<file path="src/rtl/uart_rx_fifo_if.sv">
// rtl/uart_rx_fifo_if.sv - serial line, configuration and FIFO read port of the UART receiver
interface uart_rx_fifo_if #(
    parameter int FIFO_DEPTH = 16
);
    localparam int LW = $clog2(FIFO_DEPTH) + 1;

    logic          rx_in;
    logic [15:0]   div;
    logic          data_rd;
    logic [31:0]   data;
    logic          error;
    logic          overrun;
    logic [LW-1:0] level;

    modport master (
        output rx_in, div, data_rd,
        input  data, error, overrun, level
    );

    modport slave (
        input  rx_in, div, data_rd,
        output data, error, overrun, level
    );
endinterface

</file>
<file path="src/rtl/uart_rx_fifo.sv">
// rtl/uart_rx_fifo.sv - 8N1 UART receiver with mid-bit sampling feeding a circular receive FIFO
module uart_rx_fifo #(
    parameter int FIFO_DEPTH  = 16,
    parameter int SYNC_STAGES = 2
) (
    input  logic          clk,
    input  logic          rst,
    uart_rx_fifo_if.slave bus
);
    localparam int AW = (FIFO_DEPTH > 1) ? $clog2(FIFO_DEPTH) : 1;
    localparam int LW = $clog2(FIFO_DEPTH) + 1;

    typedef enum logic [2:0] {IDLE, START, DATA, STOP, WAIT_HIGH} state_t;

    logic [SYNC_STAGES-1:0] sync_q;
    logic                   rxs;
    logic [15:0]            div_eff;
    state_t                 state;
    logic [15:0]            cnt;
    logic [2:0]             bit_idx;
    logic [7:0]             shift_q;
    logic                   error_q;

    logic [7:0]             mem [FIFO_DEPTH];
    logic [AW-1:0]          wr_ptr;
    logic [AW-1:0]          rd_ptr;
    logic [LW-1:0]          level_q;
    logic                   overrun_q;
    logic                   push;
    logic                   pop;
    logic                   full;
    logic                   push_ok;

    always_ff @(posedge clk) begin
        if (rst) begin
            sync_q <= '1;
        end else begin
            sync_q[0] <= bus.rx_in;
            for (int i = 1; i < SYNC_STAGES; i++) begin
                sync_q[i] <= sync_q[i-1];
            end
        end
    end

    assign rxs     = sync_q[SYNC_STAGES-1];
    assign div_eff = (bus.div < 16'd4) ? 16'd4 : bus.div;

    // Counter reload values are taken from div at the moment of each load only
    always_ff @(posedge clk) begin
        if (rst) begin
            state   <= IDLE;
            cnt     <= '0;
            bit_idx <= '0;
            shift_q <= '0;
            error_q <= 1'b0;
        end else begin
            error_q <= 1'b0;
            case (state)
                IDLE: begin
                    if (!rxs) begin
                        cnt   <= (div_eff >> 1) - 16'd1;
                        state <= START;
                    end
                end
                START: begin
                    if (cnt != 16'd0) begin
                        cnt <= cnt - 16'd1;
                    end else if (!rxs) begin
                        cnt     <= div_eff - 16'd1;
                        bit_idx <= '0;
                        state   <= DATA;
                    end else begin
                        state <= IDLE;
                    end
                end
                DATA: begin
                    if (cnt != 16'd0) begin
                        cnt <= cnt - 16'd1;
                    end else begin
                        shift_q <= {rxs, shift_q[7:1]};
                        cnt     <= div_eff - 16'd1;
                        bit_idx <= bit_idx + 3'd1;
                        if (bit_idx == 3'd7) begin
                            state <= STOP;
                        end
                    end
                end
                STOP: begin
                    if (cnt != 16'd0) begin
                        cnt <= cnt - 16'd1;
                    end else if (rxs) begin
                        state <= IDLE;
                    end else begin
                        error_q <= 1'b1;
                        state   <= WAIT_HIGH;
                    end
                end
                WAIT_HIGH: begin
                    if (rxs) begin
                        state <= IDLE;
                    end
                end
                default: state <= IDLE;
            endcase
        end
    end

    assign push    = (state == STOP) && (cnt == 16'd0) && rxs;
    assign pop     = bus.data_rd && (level_q != '0);
    assign full    = (level_q == LW'(FIFO_DEPTH));
    // A pop in the same cycle frees the slot, so a full FIFO still accepts the push
    assign push_ok = push && (!full || pop);

    always_ff @(posedge clk) begin
        if (push_ok) begin
            mem[wr_ptr] <= shift_q;
        end
    end

    always_ff @(posedge clk) begin
        if (rst) begin
            wr_ptr    <= '0;
            rd_ptr    <= '0;
            level_q   <= '0;
            overrun_q <= 1'b0;
        end else begin
            overrun_q <= push && !push_ok;
            if (push_ok) begin
                wr_ptr <= wr_ptr + AW'(1);
            end
            if (pop) begin
                rd_ptr <= rd_ptr + AW'(1);
            end
            case ({push_ok, pop})
                2'b10:   level_q <= level_q + LW'(1);
                2'b01:   level_q <= level_q - LW'(1);
                default: level_q <= level_q;
            endcase
        end
    end

    assign bus.data    = (level_q == '0) ? 32'hFFFF_FFFF : {24'h0, mem[rd_ptr]};
    assign bus.error   = error_q;
    assign bus.overrun = overrun_q;
    assign bus.level   = level_q;
endmodule

</file>
<file path="src/flat_wrapper.sv">
// flat-port wrapper written by rule: the top's interface ports become plain ports
module uart_rx_fifo_flat 
#(
    parameter int FIFO_DEPTH  = 16,
    parameter int SYNC_STAGES = 2
)
  (clk, rst, bus_rx_in, bus_div, bus_data_rd, bus_data, bus_error, bus_overrun, bus_level);
  uart_rx_fifo_if #(.FIFO_DEPTH(FIFO_DEPTH)) bus_i ();
  input  logic clk;
  input  logic rst;
  input wire logic [$bits(bus_i.rx_in)-1:0] bus_rx_in;
  input wire logic [$bits(bus_i.div)-1:0] bus_div;
  input wire logic [$bits(bus_i.data_rd)-1:0] bus_data_rd;
  output wire logic [$bits(bus_i.data)-1:0] bus_data;
  output wire logic [$bits(bus_i.error)-1:0] bus_error;
  output wire logic [$bits(bus_i.overrun)-1:0] bus_overrun;
  output wire logic [$bits(bus_i.level)-1:0] bus_level;
  assign bus_i.rx_in = bus_rx_in;
  assign bus_i.div = bus_div;
  assign bus_i.data_rd = bus_data_rd;
  assign bus_data = bus_i.data;
  assign bus_error = bus_i.error;
  assign bus_overrun = bus_i.overrun;
  assign bus_level = bus_i.level;
  uart_rx_fifo #(.FIFO_DEPTH(FIFO_DEPTH), .SYNC_STAGES(SYNC_STAGES)) u_core (.clk(clk), .rst(rst), .bus(bus_i));
endmodule
</file>
<file path="config.mk">
export PLATFORM = sky130hd
export DESIGN_NAME = uart_rx_fifo_flat
export DESIGN_NICKNAME = d
export VERILOG_FILES = /design/src/rtl/uart_rx_fifo_if.sv /design/src/rtl/uart_rx_fifo.sv /design/src/flat_wrapper.sv
export SDC_FILE = /design/constraint.sdc
export NUM_CORES = 1
export LEC_CHECK = 0
export ABC_AREA = 1
export BUFFER_PORTS_ARGS = -buffer_cell sky130_fd_sc_hd__buf_2
export CAP_MARGIN = 20
export CORE_ASPECT_RATIO = 1.1
export CORE_MARGIN = 5
export CORE_UTILIZATION = 68
export CTS_BUF_LIST = sky130_fd_sc_hd__clkbuf_4 sky130_fd_sc_hd__clkbuf_8
export DETAILED_ROUTE_END_ITERATION = 8
export PLACE_DENSITY = 0.88
export SETUP_SLACK_MARGIN = 0.5
export SLEW_MARGIN = 5
export SYNTH_ARGS = -nofsm -noshare
export SYNTH_HDL_FRONTEND = slang
export SYNTH_SLANG_ARGS = --single-unit
</file>
<file path="constraint.sdc">
create_clock -name clk -period 4.4 [get_ports clk]
set_input_delay 0.22 -clock clk [delete_from_list [all_inputs] [get_ports clk]]
set_output_delay 0.22 -clock clk [all_outputs]
set_load 0.01 [all_outputs]
</file>
==> summary.md <==
| Metric | Value |
|---|---|
| Number of CTS-inserted buffers | `17` |
| Number of cell rows | `43` |
| Maximum operating frequency | `0.315 GHz` |
| Number of port buffers | `58` |
| Most used cells in the layout excluding fill and tap cells | `nor2_1 (138), edfxtp_1 (128), nand2_1 (99)` |
| Number of enable-type register cells in the synthesized netlist | `128` |
| Fin Clk Skew | `0.0106 ns` |
| Category of the most critical setup path | `flop to flop` |
| Worst EP arrival | `3.27 ns` |
| Post-synth net total | `931` |
| Critical Path, Cell by Cell | `inv_1 -> ha_1 -> nand3_2 -> nor2_4 -> nand4_2 -> inv_2 -> nand4_4 -> clkinv_2 -> nand2_1 -> nor2_1` |
| Overall overflow remaining after global route | `0` |
| Initial cell density of the core | `0.696` |
| Post-Route Setup TNS | `0 ns` |
| Cell area after synthesis | `8840 sq um` |
| Root buf cell | `clkbuf_8` |
| Clock transition at the register clock pins on the worst setup and hold paths after CTS | `0.09 ns` |
| Area grow syn2layout | `6.48%` |
| Outcome | `finished clean` |
| Power density over cell area | `505 nW/um^2` |
| Min Tclk post-route | `3.17 ns` |
| Maximum vdd drop | `385 uV` |
| Final Instance Area | `9410 sq um` |
| RSZ-0062 raised after global routing | `no` |
| Startpoint type of the worst setup path | `flop` |
| Later-pin clock latency in the skew report | `0.46 ns` |
| Routed length per placed instance | `18.8 um` |
| Count of warnings emitted by yosys | `0` |
| Synthesized netlist cell count | `896` |
| Kind of cell adding the most delay to the critical path | `simple AND/OR/NAND/NOR gates` |
| Cells after DPL | `1058` |
| CTS tree | `built` |
| Clk network pwr share | `0.232` |
| Hold crit path type | `input pin to flop` |
| Diodes inserted | `0` |
| Max Slew Vio Count | `0` |
| Max-cap violations | `0` |
| Overall routed net length | `20.5 mm` |
| Share of the clock period used by the worst path | `0.721` |
| Placed wire-length estimate | `14.0 mm` |
| Global placer's final weighted congestion | `1.01` |
| Utilization after layout | `0.741` |
| Post-Layout Cell Count | `1091` |
| First-pass GRT wire length | `32.8 mm` |
| Setup Viol. Count Final | `0` |
| Horiz. Die Dim | `119 um` |
| Worst rel slew slack | `0.325` |
| Post-DP Area | `9010 sq um` |
| Most used flip-flop cell after synthesis | `edfxtp_1` |
| Cell-internal power | `2970 uW` |
| Final #Nets | `956` |
| Pin count of the biggest net entering global routing | `35` |
| Layout cell share with drive strength beyond 1 | `0.150` |
| Synth Area per Inst | `9.86 sq um` |
| Final count of hold timing violations | `0` |
| Via density per instance | `6.11` |
| Proportion of register bits with asynchronous set or reset after synthesis | `0` |
| Die boundary height | `130 um` |
| Static power due to leakage | `0.00353 uW` |
| Number of gates resized after CTS | `0` |
| Count of TritonRoute iterations in the first routing pass | `5` |
| Number of global-route vias before repair | `6355` |
| Number of antenna violations at the first check in global routing | `0` |
| Max Fanout on Critical Path | `14` |
| Most common library cell in the layout ignoring fill and taps | `nor2_1` |
| Overall routing resource usage | `0.277` |
| Transition time at the pin with the least slew margin | `1.01 ns` |
| WP data required | `4.50 ns` |
| Worst path buffer plus inverter count | `3` |
| Synth unique cells | `49` |
| Cell with the largest stage delay on the worst path | `nor2_1` |
| Count of state elements after synthesis | `179` |
| Part of the total power dissipated in combinational logic | `0.348` |
| Net switching power of the design | `1780 uW` |
| Sequential share of the synthesized area | `0.550` |
| Area of the placeable core | `12700 sq um` |
| Total Die Area | `15400 sq um` |
| Antenna Violating Nets Remaining | `0` |
| Sequential Power Share | `0.421` |
| DRC violation count after routing | `0` |
| Switching part of the total power | `0.374` |
| Type of element capturing the critical path | `flop` |
| CTS sink count | `179` |
| Buffer depth of the longest clock path | `2` |
| I/O pin cnt | `59` |
| DR iter-0 viols | `830` |
| Maximum level of the CTS H-tree | `4` |
| Vias | `6669` |
| Slowest Stage Delay on Critical Path | `0.59 ns` |
## power groups by stage
stage	registers, uW	clock network (uW)	logic (uW)
5_1_grt	2020	1190	1830
3_3_place_gp	2030	0	1610
6_report	2000	1100	1650
2_1_floorplan	1960	0	1430
4_1_cts	2000	1100	1650
3_5_place_dp	2040	0	1640
## routing by layer
metal | global-route usage | routed length (um)
met1 | 0.351 | 7970
met2 | 0.472 | 10400
met3 | 0.0515 | 1420
met4 | 0.119 | 769
met5 | 0 | 0
## registers in the layout, indices dropped and copies added, names as in the netlist, named ones only
name / count
u_core.state: 3
u_core.cnt: 16
u_core.wr_ptr: 4
u_core.mem: 128
u_core.sync_q: 2
u_core.bus.overrun: 1
u_core.bit_idx: 3
u_core.rd_ptr: 4
u_core.bus.level: 5
u_core.shift_q: 8
u_core.bus.error: 1
## final timing paths
| path | cells past startpoint | to | slack [ns] | start |
|---|---|---|---|---|
| worst max-delay path | 10 | u_core.mem[9][2] | 1.23 | u_core.cnt[0] |
| worst min-delay path | 4 | u_core.bus.overrun | 0.18 | bus_data_rd |
| worst max register to register | 10 | u_core.mem[9][2] | 1.23 | u_core.cnt[0] |
| worst min register to register | 1 | u_core.sync_q[1] | 0.42 | u_core.sync_q[0] |
## worst min-delay path: stages
cell and delay [ns]:
buf_2 0.10, nor3_1 0.05, inv_1 0.15, nor3_1 0.08
## final cells by class
class	instances	area, sq um
sequential	179	4870
multi-input combinational	585	3350
inverter	76	289
fill	858	3290
clock inverter	15	155
tap	157	196
timing repair buffer	62	323
clock buffer	17	234
## per-stage QoR
step / hold slack [ns] / power [uW] / setup WS (ns)
6_report: 0.180 / 4750 / 1.23
5_1_grt: 0.152 / 5030 / 0.979
4_1_cts: 0.147 / 4750 / 1.26
3_5_place_dp: 0.399 / 3680 / 1.28
3_3_place_gp: 0.391 / 3640 / 1.45
2_1_floorplan: 0.324 / 3400 / 1.54
## synth_stat cells, types with 2 or more instances
| library cell | count | area share |
|---|---|---|
| nand2_2 | 4 | 0.0028 |
| xnor2_1 | 3 | 0.0030 |
| nand3_4 | 2 | 0.0040 |
| xor2_1 | 18 | 0.018 |
| nand2_1 | 99 | 0.042 |
| nand4_1 | 6 | 0.0042 |
| nand3_1 | 66 | 0.037 |
| buf_1 | 3 | 0.0013 |
| o221ai_1 | 32 | 0.032 |
| buf_6 | 4 | 0.0051 |
| inv_2 | 9 | 0.0038 |
| dfxtp_1 | 51 | 0.12 |
| nand3_2 | 3 | 0.0034 |
| mux2i_1 | 32 | 0.036 |
| buf_2 | 5 | 0.0028 |
| inv_1 | 65 | 0.028 |
| clkbuf_1 | 20 | 0.0085 |
| nand2_4 | 2 | 0.0025 |
| o21ai_1 | 12 | 0.0068 |
| nor2_2 | 3 | 0.0021 |
| nand4_2 | 2 | 0.0028 |
| a211oi_1 | 4 | 0.0034 |
| buf_4 | 24 | 0.020 |
| o211ai_1 | 3 | 0.0025 |
| nor2_1 | 138 | 0.059 |
| o21ai_2 | 2 | 0.0020 |
| nor2_4 | 11 | 0.014 |
| nor3_1 | 7 | 0.0040 |
| edfxtp_1 | 128 | 0.43 |
| o21ai_0 | 66 | 0.037 |
| a21oi_1 | 36 | 0.020 |
| ha_1 | 14 | 0.020 |
| a31oi_1 | 4 | 0.0028 |
| or2_2 | 3 | 0.0021 |
## timing repair
item	CTS	global route
setup endpoints to repair	0	0
endpoints found under the hold margin	1	0
buffers inserted	0	0
hold buffers	1	0
## cells by family (layout without fill, tap and decap cells)
kind of cell	after synthesis	after routing	synth area share
AO/OA/AOI/OAI	166	166	0.113
AND/OR/NAND/NOR	350	350	0.185
flip-flops	179	179	0.550
adder cells (fa/ha/maj)	15	15	0.0221
XOR/XNOR	22	22	0.0227
multiplexers	32	32	0.0362
buffers and inverters	132	170	0.0708
Note: power is estimated with default switching activity, not from simulation.
